--- src/rtl/ppu_bg_fetch_ctrl_if.sv ---
// VRAM read bus between the background fetch sequencer and VRAM.
interface ppu_bg_fetch_ctrl_if;
  logic [13:0] vram_addr;
  logic        vram_rd;
  logic [7:0]  vram_rdata;

  modport master (output vram_addr, output vram_rd, input vram_rdata);
  modport slave  (input vram_addr, input vram_rd, output vram_rdata);
endinterface

--- src/rtl/ppu_bg_fetch_ctrl.sv ---
// PPU background fetch sequencer: dot/scanline counters, scroll register v,
// 8-dot nametable/attribute/pattern fetch cadence and shift-register strobes.
// Optional feature macro: PPU_ODD_FRAME_SKIP_EN (drops dot 340 of the
// pre-render line on odd frames while rendering is enabled).
module ppu_bg_fetch_ctrl #(
  parameter int unsigned DOTS  = 341,
  parameter int unsigned LINES = 262
) (
  input  logic                clk,
  input  logic                rst_n,
  ppu_bg_fetch_ctrl_if.master vram,
  input  logic                dot_en,
  input  logic                render_en,
  input  logic                bg_table_sel,
  input  logic [14:0]         t_addr,
  output logic [7:0]          tile_lo,
  output logic [7:0]          tile_hi,
  output logic [1:0]          attr_bits,
  output logic                sr_load,
  output logic                sr_shift,
  output logic [8:0]          dot,
  output logic [8:0]          scanline,
  output logic                vblank,
  output logic                frame_start
);

  localparam int unsigned CW = 9;
  localparam int unsigned AW = 14;
  localparam int unsigned VW = 15;

  localparam logic [CW-1:0] LAST_DOT  = CW'(DOTS - 1);
  localparam logic [CW-1:0] LAST_LINE = CW'(LINES - 1);
  localparam logic [CW-1:0] LAST_VIS  = 9'd239;
  localparam logic [CW-1:0] VBL_LINE  = 9'd241;

  logic [VW-1:0] v_q, v_nx;
  logic [7:0]    nt_q, nt_nx;
  logic          odd_q, odd_nx;
  logic [AW-1:0] addr_q, addr_nx;
  logic          rd_q, rd_nx;
  logic [7:0]    lo_nx, hi_nx;
  logic [1:0]    attr_nx;
  logic          load_nx, shift_nx, vbl_nx, fs_nx;
  logic [CW-1:0] dot_nx, line_nx;
  logic          cur_render, cur_fetch, nxt_render, nxt_fetch;
  logic [2:0]    cur_phase, nxt_phase;
  logic          skip, end_line;

  assign vram.vram_addr = addr_q;
  assign vram.vram_rd   = rd_q;

  function automatic logic fetch_dot(input logic [CW-1:0] d);
    return ((d >= 9'd1) && (d <= 9'd256)) || ((d >= 9'd321) && (d <= 9'd336));
  endfunction

  // Next-dot counters, scroll register updates, fetch latches and strobes.
  always_comb begin
    cur_render = (scanline <= LAST_VIS) || (scanline == LAST_LINE);
    cur_fetch  = fetch_dot(dot);
    cur_phase  = 3'(dot - 9'd1);

`ifdef PPU_ODD_FRAME_SKIP_EN
    skip = (scanline == LAST_LINE) && odd_q && render_en && (dot == LAST_DOT - 9'd1);
`else
    skip = 1'b0;
`endif
    end_line = (dot == LAST_DOT) || skip;

    dot_nx  = end_line ? '0 : dot + 9'd1;
    line_nx = scanline;
    odd_nx  = odd_q;
    if (end_line) begin
      if (scanline == LAST_LINE) begin
        line_nx = '0;
        odd_nx  = ~odd_q;
      end else begin
        line_nx = scanline + 9'd1;
      end
    end

    nxt_render = (line_nx <= LAST_VIS) || (line_nx == LAST_LINE);
    nxt_fetch  = fetch_dot(dot_nx);
    nxt_phase  = 3'(dot_nx - 9'd1);

    v_nx    = v_q;
    nt_nx   = nt_q;
    lo_nx   = tile_lo;
    hi_nx   = tile_hi;
    attr_nx = attr_bits;

    // Work belonging to the dot that is ending.
    if (render_en && cur_render) begin
      if (cur_fetch) begin
        case (cur_phase)
          3'd1: nt_nx   = vram.vram_rdata;
          3'd3: attr_nx = 2'(vram.vram_rdata >> {v_q[6], v_q[1], 1'b0});
          3'd5: lo_nx   = vram.vram_rdata;
          3'd7: begin
            hi_nx = vram.vram_rdata;
            if (v_nx[4:0] == 5'd31) begin
              v_nx[4:0] = 5'd0;
              v_nx[10]  = ~v_nx[10];
            end else begin
              v_nx[4:0] = v_nx[4:0] + 5'd1;
            end
          end
          default: ;
        endcase
      end
      if (dot == 9'd256) begin
        if (v_nx[14:12] != 3'd7) begin
          v_nx[14:12] = v_nx[14:12] + 3'd1;
        end else begin
          v_nx[14:12] = 3'd0;
          if (v_nx[9:5] == 5'd29) begin
            v_nx[9:5] = 5'd0;
            v_nx[11]  = ~v_nx[11];
          end else if (v_nx[9:5] == 5'd31) begin
            v_nx[9:5] = 5'd0;
          end else begin
            v_nx[9:5] = v_nx[9:5] + 5'd1;
          end
        end
      end
      if (dot == 9'd257) begin
        v_nx[10]  = t_addr[10];
        v_nx[4:0] = t_addr[4:0];
      end
      if ((scanline == LAST_LINE) && (dot >= 9'd280) && (dot <= 9'd304)) begin
        v_nx[14:11] = t_addr[14:11];
        v_nx[9:5]   = t_addr[9:5];
      end
    end

    // Outputs for the dot being entered.
    addr_nx = addr_q;
    rd_nx   = 1'b0;
    if (render_en && nxt_render && nxt_fetch) begin
      case (nxt_phase)
        3'd0: begin
          addr_nx = {2'b10, v_nx[11:0]};
          rd_nx   = 1'b1;
        end
        3'd2: begin
          addr_nx = {2'b10, v_nx[11:10], 4'b1111, v_nx[9:7], v_nx[4:2]};
          rd_nx   = 1'b1;
        end
        3'd4: begin
          addr_nx = {1'b0, bg_table_sel, nt_nx, 1'b0, v_nx[14:12]};
          rd_nx   = 1'b1;
        end
        3'd6: begin
          addr_nx = {1'b0, bg_table_sel, nt_nx, 1'b1, v_nx[14:12]};
          rd_nx   = 1'b1;
        end
        default: ;
      endcase
    end

    load_nx  = render_en && nxt_render && (dot_nx[2:0] == 3'd1) &&
               (((dot_nx >= 9'd9) && (dot_nx <= 9'd257)) ||
                ((dot_nx >= 9'd329) && (dot_nx <= 9'd337)));
    shift_nx = render_en && nxt_render &&
               (((dot_nx >= 9'd2) && (dot_nx <= 9'd257)) ||
                ((dot_nx >= 9'd322) && (dot_nx <= 9'd337)));

    vbl_nx = vblank;
    if ((line_nx == VBL_LINE) && (dot_nx == 9'd1)) begin
      vbl_nx = 1'b1;
    end else if ((line_nx == LAST_LINE) && (dot_nx == 9'd1)) begin
      vbl_nx = 1'b0;
    end
    fs_nx = (line_nx == '0) && (dot_nx == '0);
  end

  // State and output registers; pulses clear on clocks without a dot strike.
  always_ff @(posedge clk) begin
    if (!rst_n) begin
      dot         <= '0;
      scanline    <= '0;
      v_q         <= '0;
      nt_q        <= '0;
      odd_q       <= 1'b0;
      addr_q      <= '0;
      rd_q        <= 1'b0;
      tile_lo     <= '0;
      tile_hi     <= '0;
      attr_bits   <= '0;
      sr_load     <= 1'b0;
      sr_shift    <= 1'b0;
      vblank      <= 1'b0;
      frame_start <= 1'b0;
    end else if (dot_en) begin
      dot         <= dot_nx;
      scanline    <= line_nx;
      v_q         <= v_nx;
      nt_q        <= nt_nx;
      odd_q       <= odd_nx;
      addr_q      <= addr_nx;
      rd_q        <= rd_nx;
      tile_lo     <= lo_nx;
      tile_hi     <= hi_nx;
      attr_bits   <= attr_nx;
      sr_load     <= load_nx;
      sr_shift    <= shift_nx;
      vblank      <= vbl_nx;
      frame_start <= fs_nx;
    end else begin
      rd_q        <= 1'b0;
      sr_load     <= 1'b0;
      sr_shift    <= 1'b0;
      frame_start <= 1'b0;
    end
  end

endmodule

--- src/flat_wrapper.sv ---
// flat-port wrapper written by rule: the top's interface ports become plain ports
module ppu_bg_fetch_ctrl_flat 
#(
  parameter int unsigned DOTS  = 341,
  parameter int unsigned LINES = 262
)
  (clk, rst_n, dot_en, render_en, bg_table_sel, t_addr, tile_lo, tile_hi, attr_bits, sr_load, sr_shift, dot, scanline, vblank, frame_start, vram_vram_addr, vram_vram_rd, vram_vram_rdata);
  ppu_bg_fetch_ctrl_if vram_i ();
  input  logic clk;
  input  logic rst_n;
  input  logic dot_en;
  input  logic render_en;
  input  logic bg_table_sel;
  input  logic [14:0] t_addr;
  output logic [7:0] tile_lo;
  output logic [7:0] tile_hi;
  output logic [1:0] attr_bits;
  output logic sr_load;
  output logic sr_shift;
  output logic [8:0] dot;
  output logic [8:0] scanline;
  output logic vblank;
  output logic frame_start;
  output wire logic [$bits(vram_i.vram_addr)-1:0] vram_vram_addr;
  output wire logic [$bits(vram_i.vram_rd)-1:0] vram_vram_rd;
  input wire logic [$bits(vram_i.vram_rdata)-1:0] vram_vram_rdata;
  assign vram_vram_addr = vram_i.vram_addr;
  assign vram_vram_rd = vram_i.vram_rd;
  assign vram_i.vram_rdata = vram_vram_rdata;
  ppu_bg_fetch_ctrl #(.DOTS(DOTS), .LINES(LINES)) u_core (.clk(clk), .rst_n(rst_n), .vram(vram_i), .dot_en(dot_en), .render_en(render_en), .bg_table_sel(bg_table_sel), .t_addr(t_addr), .tile_lo(tile_lo), .tile_hi(tile_hi), .attr_bits(attr_bits), .sr_load(sr_load), .sr_shift(sr_shift), .dot(dot), .scanline(scanline), .vblank(vblank), .frame_start(frame_start));
endmodule
--- config.mk ---
export PLATFORM = sky130hd
export DESIGN_NAME = ppu_bg_fetch_ctrl_flat
export DESIGN_NICKNAME = d
export VERILOG_FILES = /design/src/rtl/ppu_bg_fetch_ctrl_if.sv /design/src/rtl/ppu_bg_fetch_ctrl.sv /design/src/flat_wrapper.sv
export SDC_FILE = /design/constraint.sdc
export NUM_CORES = 1
export LEC_CHECK = 0
export ABC_AREA = 1
export CELL_PAD_IN_SITES_DETAIL_PLACEMENT = 1
export CELL_PAD_IN_SITES_GLOBAL_PLACEMENT = 1
export CORE_MARGIN = 1.5
export CORE_UTILIZATION = 48
export CTS_CLUSTER_SIZE = 8
export DETAILED_ROUTE_END_ITERATION = 7
export DONT_BUFFER_PORTS = 1
export MAX_ROUTING_LAYER = met4
export PLACE_DENSITY_LB_ADDON = 0.1
export SYNTH_ARGS = -nofsm -noshare
export SYNTH_HDL_FRONTEND = slang
export SYNTH_SLANG_ARGS = --single-unit
--- constraint.sdc ---
create_clock -name clk -period 6.8 [get_ports clk]
set_input_delay 0.34 -clock clk [delete_from_list [all_inputs] [get_ports clk]]
set_output_delay 0.34 -clock clk [all_outputs]
set_load 0.01 [all_outputs]
==> metrics.yaml, run 1 <==
die_area_um2: 12400
fillCellCount: 1636
finalSetupViolations: 0
cp_max_fo: 21
post-route-min-period_ns: 3.76
area_growth_pct: 5.48
ant_nets: 0
finalHoldViolations: 0
holdCritPathClass: "in -> reg"
grt_max_degree: 52
antenna_found_initial: 3
synth_fa_ha_area_share_pct: 3.12
core_um2: 11400
wire_per_inst_um: 17.6
fmax_mhz: 266
rows: 39
power_density_nw_per_um2: 217
synth_fp_nets: 993
vias: 6143
synth_top_family_by_area: "simple AND/OR/NAND/NOR gates"
slew_headroom_pct: 33.5
cts_root_buf: "clkbuf_16"
slowest_stage: "inv_1"
grt_first_pass_wirelength_um: 31700
htree_levels: 3
cts_num_sinks: 78
die_x_um: 111
tritoncts: "yes"
crit_required_ns: 7.01
grt_util_all_layers_pct: 32.3
pin_count: 83
syn_avg_cell_area_um2: 5.91
critical_path_class: "reg -> reg"
synthCells: 951
rsz0062_at_grt: "no"
grt_pass1_vias: 6385
dp_hpwl_um: 14000
ys_ff_latch: 78
worst_slew_pin_slew_ns: 0.992
cts_setup_buffers: 0
gp_congestion: 0.941
firstDrtPassIters: 5
synth-xor-area-share_pct: 0.312
cp_cell_sequence: "ha_1 -> inv_1 -> nor2_1 -> nand4_1 -> nand2_1 -> nand2_1 -> inv_1 -> nand2_1 -> inv_1 -> nand3_1 -> o21ai_0 -> a21oi_1"
rrSetupSlack_ns: 3.04
timing.final.crit_share_pct: 55.3
nets: 971
endpoint_kind: "register"
viasPerCell: 5.69
layout_commonest_cell: "nand2_1"
cts-resized-gates: 0
syn_area_um2: 5620
synth_compound_area_share_pct: 14.4
drt_iter0_drc: 393
leakagePower_nw: 2.89
synthSimpleGateAreaFrac_pct: 41.8
critical-path-max-stage-delay_ns: 0.71
start_util_pct: 49.2
cap_violations: 0
synthMuxAreaShare_pct: 0.356
clk_pin_slew_ns: 0.06
cts_made_buffers: 9
drive_gt1_share_pct: 7.93
die_h_um: 111
crit_arrival_ns: 3.97
portBuffers: 0
yosysWarningCount: 0
maxSlewViolCount: 0
clk_latency_ns: 0.35
critPathLaunchType: "register"
final_cell_mix: "nand2_1, inv_1, nor2_1"
status: "completed"
finalPower_mw: 1.29
synth.distinct_cells: 37
fin_setup_tns_ns: 0
drcViolationCount: 0
totalWireLength_um: 19000
grt_overflow: 0
vdd_drop_max_v: 0.000149
clock_tree.buffer_depth: 2
hold_buffers: 0
seq_area_frac_synth_pct: 27.8
final.setup_skew_ns: 0.0133
where the power goes:
group          total (mW)  leakage (nW)  switching, mW  internal, mW
clock network       0.500         0.145          0.206         0.293
registers           0.528         0.640         0.0436         0.485
logic               0.258          2.11          0.179        0.0789
total                1.29          2.89          0.429         0.857
critical path: cells and delay by family (launching register included):
| kind | cells | cell delay, ns |
|---|---|---|
| AO/OA/AOI/OAI | 2 | 0.39 |
| flip-flops | 1 | 0.51 |
| AND/OR/NAND/NOR | 6 | 1.62 |
| buffers and inverters | 3 | 0.89 |
| adder cells (fa/ha/maj) | 1 | 0.20 |
cells by family after synthesis:
family	after synthesis
buffers and inverters	169
multiplexers	2
AND/OR/NAND/NOR	535
adder cells (fa/ha/maj)	14
AO/OA/AOI/OAI	151
XOR/XNOR	2
flip-flops	78
final cells by class:
class | instances | area, um^2 | area share [%]
multi-input combinational | 704 | 3370 | 56.8
sequential | 78 | 1560 | 26.3
inverter | 135 | 507 | 8.55
clock buffer | 10 | 239 | 4.03
tap | 143 | 179 | 3.02
clock inverter | 5 | 60.1 | 1.01
timing repair buffer | 1 | 7.51 | 0.127
antenna | 3 | 7.51 | 0.127
registers in the layout, summed over array words and instances (netlist names):
name	count
u_core.nt_q	8
u_core.frame_start	1
u_core.tile_hi	8
u_core.sr_load	1
u_core.tile_lo	8
u_core.attr_bits	2
u_core.vram.vram_addr	14
u_core.vram.vram_rd	1
u_core.scanline	9
u_core.sr_shift	1
u_core.v_q	15
u_core.dot	9
u_core.vblank	1
path summary, 6_finish.rpt:
path / startpoint / to / cells after the start
worst min register to register: u_core.tile_hi[7] / u_core.tile_hi[7] / 2
worst min-delay path: dot_en / u_core.dot[5] / 1
worst max-delay path: u_core.scanline[0] / u_core.tile_hi[4] / 12
worst max register to register: u_core.scanline[0] / u_core.tile_hi[4] / 12
synthesized netlist by cell type (all sizes together):
cell	instances	area [um^2]
a211oi	5	37.5
a21boi	1	7.51
a21oi	58	302
a22oi	1	7.51
and2	1	6.26
buf	14	110
clkbuf	20	75.1
clkinv	1	3.75
dfxtp	78	1560
ha	14	175
inv	134	503
mux2i	2	20.0
nand2	286	1120
nand3	96	500
nand3b	1	7.51
nand4	14	93.8
nor2	126	563
nor3	6	30.0
nor4	2	12.5
o2111ai	1	8.76
o211ai	6	45.0
o21ai	76	380
o22ai	3	18.8
or2	3	18.8
xnor2	1	8.76
xor2	1	8.76
per-layer routing:
metal / GRT usage, % / routed length [um] / up-vias
met1: 42.5 / 8710 / 2963
met3: 4.48 / 1130 / 22
met2: 51.1 / 8840 / 168
met5: - / 0 / -
met4: 11.1 / 319 / 0
li1: - / - / 2990
per-stage QoR:
| step | utilization [%] | std cells | hold WS, ns | instance area, um^2 | worst slack (ns) |
|---|---|---|---|---|---|
| global route | 51.9 | 1079 | 0.0879 | 5930 | 2.54 |
| finish | 51.9 | 1079 | 0.0900 | 5930 | 3.04 |
| detailed placement | 49.2 | 1061 | 0.444 | 5620 | 3.08 |
| CTS | 51.9 | 1076 | 0.0820 | 5920 | 3.08 |
| global placement | 49.2 | 1061 | 0.439 | 5620 | 3.36 |
| floorplan | - | 951 | 0.468 | 5620 | 4.40 |
Power figures use the tool's default switching activity.
==> run 2, diff against run 1 <==
CORE_UTILIZATION = 40   (was 48)
clock period = 3.1 ns   (was 6.8 ns; I/O delays follow)
==> metrics.yaml, run 2 (same netlist as run 1, synthesis figures left out) <==
gp_congestion: 0.889  # -5.6%
placed_cells: 1111  # +4.7%
vdd_drop_max_v: 0.000237  # +58%
finalSetupViolations: 0  # unchanged
cp_max_fo: 13  # -38%
p_int_mw: 1.98  # +130%
die_x_um: 122  # +9.3%
endpoint_kind: "register"
clock_tree.buffer_depth: 2  # unchanged
grt_first_pass_wirelength_um: 32800  # +3.3%
layout_commonest_cell: "nand2_1"
cap_violations: 0  # unchanged
wire_per_inst_um: 18.2  # +3.6%
rsz0062_at_grt: "no"
pin_count: 83  # unchanged
status: "completed"
multiInputGateArea_um2: 3390  # +0.67%
timing.final.crit_share_pct: 92.8  # +37 points
power_density_nw_per_um2: 477  # +120%
maxSlewViolCount: 0  # unchanged
pwr-share-clk_pct: 40.0  # +1.2 points
critical_path_class: "reg -> reg"
rrSetupSlack_ns: 0.22  # -2.81 ns
power.share.sequential_pct: 38.8  # -2.3 points
clk_latency_ns: 0.35  # about the same
clk_pin_slew_ns: 0.07  # about the same
portBuffers: 0  # unchanged
p_comb_share_pct: 21.2  # +1.1 points
drcViolationCount: 0  # unchanged
critPathLaunchType: "register"
leakagePower_nw: 3.03  # +4.9%
p_sw_mw: 0.998  # +130%
viasPerCell: 5.46  # -4.2%
grt_util_all_layers_pct: 29.6  # -2.6 points
rr_worst_depth: 17  # +5
post-route-min-period_ns: 2.88  # -0.885 ns
start_util_pct: 40.8  # -8.4 points
holdCritPathClass: "in -> reg"
firstDrtPassIters: 5  # unchanged
final.setup_skew_ns: 0.00831  # -0.00503 ns
cts_made_buffers: 9  # unchanged
largest_register_ff_count: 15  # unchanged
finalHoldViolations: 0  # unchanged
cts_num_sinks: 78  # unchanged
fmax_mhz: 347  # +31%
ant_nets: 0  # unchanged
whs_path_depth: 2  # +1
worst_slew_pin_slew_ns: 1.10  # +0.104 ns
die_area_um2: 14800  # +19%
fin_cells: 1138  # +5.5%
antenna_found_initial: 1  # -2
slew_headroom_pct: 26.7  # -6.8 points
drt_iter0_drc: 338  # -14%
drive_gt1_share_pct: 9.61  # +1.7 points
crit_arrival_ns: 3.13  # -0.84 ns
crit_required_ns: 3.35  # -3.66 ns
p_sw_share_pct: 33.6  # +0.17 points
vias: 6210  # +1.1%
htree_levels: 3  # unchanged
cts_root_buf: "clkbuf_16"
fin_setup_tns_ns: 0  # unchanged
area_growth_pct: 10.8
die_h_um: 122  # +9.3%
hold_slack_ns: 0.00516  # -0.0848 ns
core_um2: 13800  # +21%
grt_max_degree: 48  # -7.7%
dp_hpwl_um: 15300  # +8.9%
rows: 43  # +10%
ff_latch_area_um2: 1560  # unchanged
nets: 994  # +2.4%
fillCellCount: 1940  # +19%
grt_overflow: 0  # unchanged
totalWireLength_um: 20800  # +9.3%
regMostFlops: "u_core.v_q"
finalPower_mw: 2.97  # +130%
tritoncts: "yes"
grt_pass1_vias: 6142  # -3.8%
final_cell_mix: "nand2_1, inv_1, nor2_1"
==> run 2: changes by cell type in the layout (fill, tap and decap cells not counted), sizes merged <==
cell,change
buf,+17
bufinv,+1
clkinv,-2
clkinvlp,+1
diode,-2
dlygate4sd3,+6
inv,+1
==> run 2: power by group through the flow <==
stage | combinational, mW | sequential [mW] | clock, mW
detailed placement | 0.589 | 1.17 | 0
CTS | 0.619 | 1.15 | 1.21
finish | 0.630 | 1.15 | 1.19
global placement | 0.569 | 1.17 | 0
global route | 0.716 | 1.16 | 1.25
floorplan | 0.458 | 1.15 | 0
==> run 2: worst paths after layout <==
path | startpoint | to
min | vram_vram_rdata[1] | u_core.tile_hi[1]
max reg2reg | u_core.dot[1] | u_core.vram.vram_addr[8]
min reg2reg | u_core.tile_hi[1] | u_core.tile_hi[1]
max | u_core.dot[1] | u_core.vram.vram_addr[8]
==> run 2: layout make-up <==
class	instances	share of cell area, %
clock buffer	10	3.67
antenna	1	0.0402
sequential	78	25.1
tap	180	3.61
inverter	135	8.13
timing repair buffer	24	3.53
multi-input combinational	704	54.4
clock inverter	6	1.53
==> run 2: through the flow <==
| stage | cell area, um^2 | util [%] | setup WS (ns) |
|---|---|---|---|
| floorplan | 5620 | - | 0.704 |
| global placement | 5770 | 41.9 | 0.207 |
| detailed placement | 5770 | 41.9 | 0.0562 |
| CTS | 6170 | 44.8 | 0.0283 |
| global route | 6230 | 45.2 | 0.0100 |
| finish | 6230 | 45.2 | 0.222 |
==> run 2: worst max-delay path, cell delays in order (launching register included) <==
cell and delay, ns:
dfxtp_1 0.31, inv_1 0.21, ha_1 0.24, nand2_2 0.08
nor2_2 0.29, nand2_4 0.19, nand2_1 0.22, nand2_1 0.15
nor2_1 0.25, nand3_1 0.12, nand2_1 0.10, nand2_2 0.09
inv_2 0.08, nor2_4 0.04, buf_12 0.14, buf_4 0.13
nor2_2 0.09, nor2_2 0.04
==> run 2: metal layers <==
layer	part of all wire (%)	global-route usage, %
met1	47	38.9
met2	47	46.8
met3	4.8	5.66
met4	1.6	8.09
met5	0	-
==> run 2: repair_timing <==
item | CTS | global route
endpoints found under the setup margin | 0 | 22
hold endpoints to repair | 48 | 0
resized for setup | 0 | 4
setup buffers | 0 | 3
hold buffers | 7 | 0
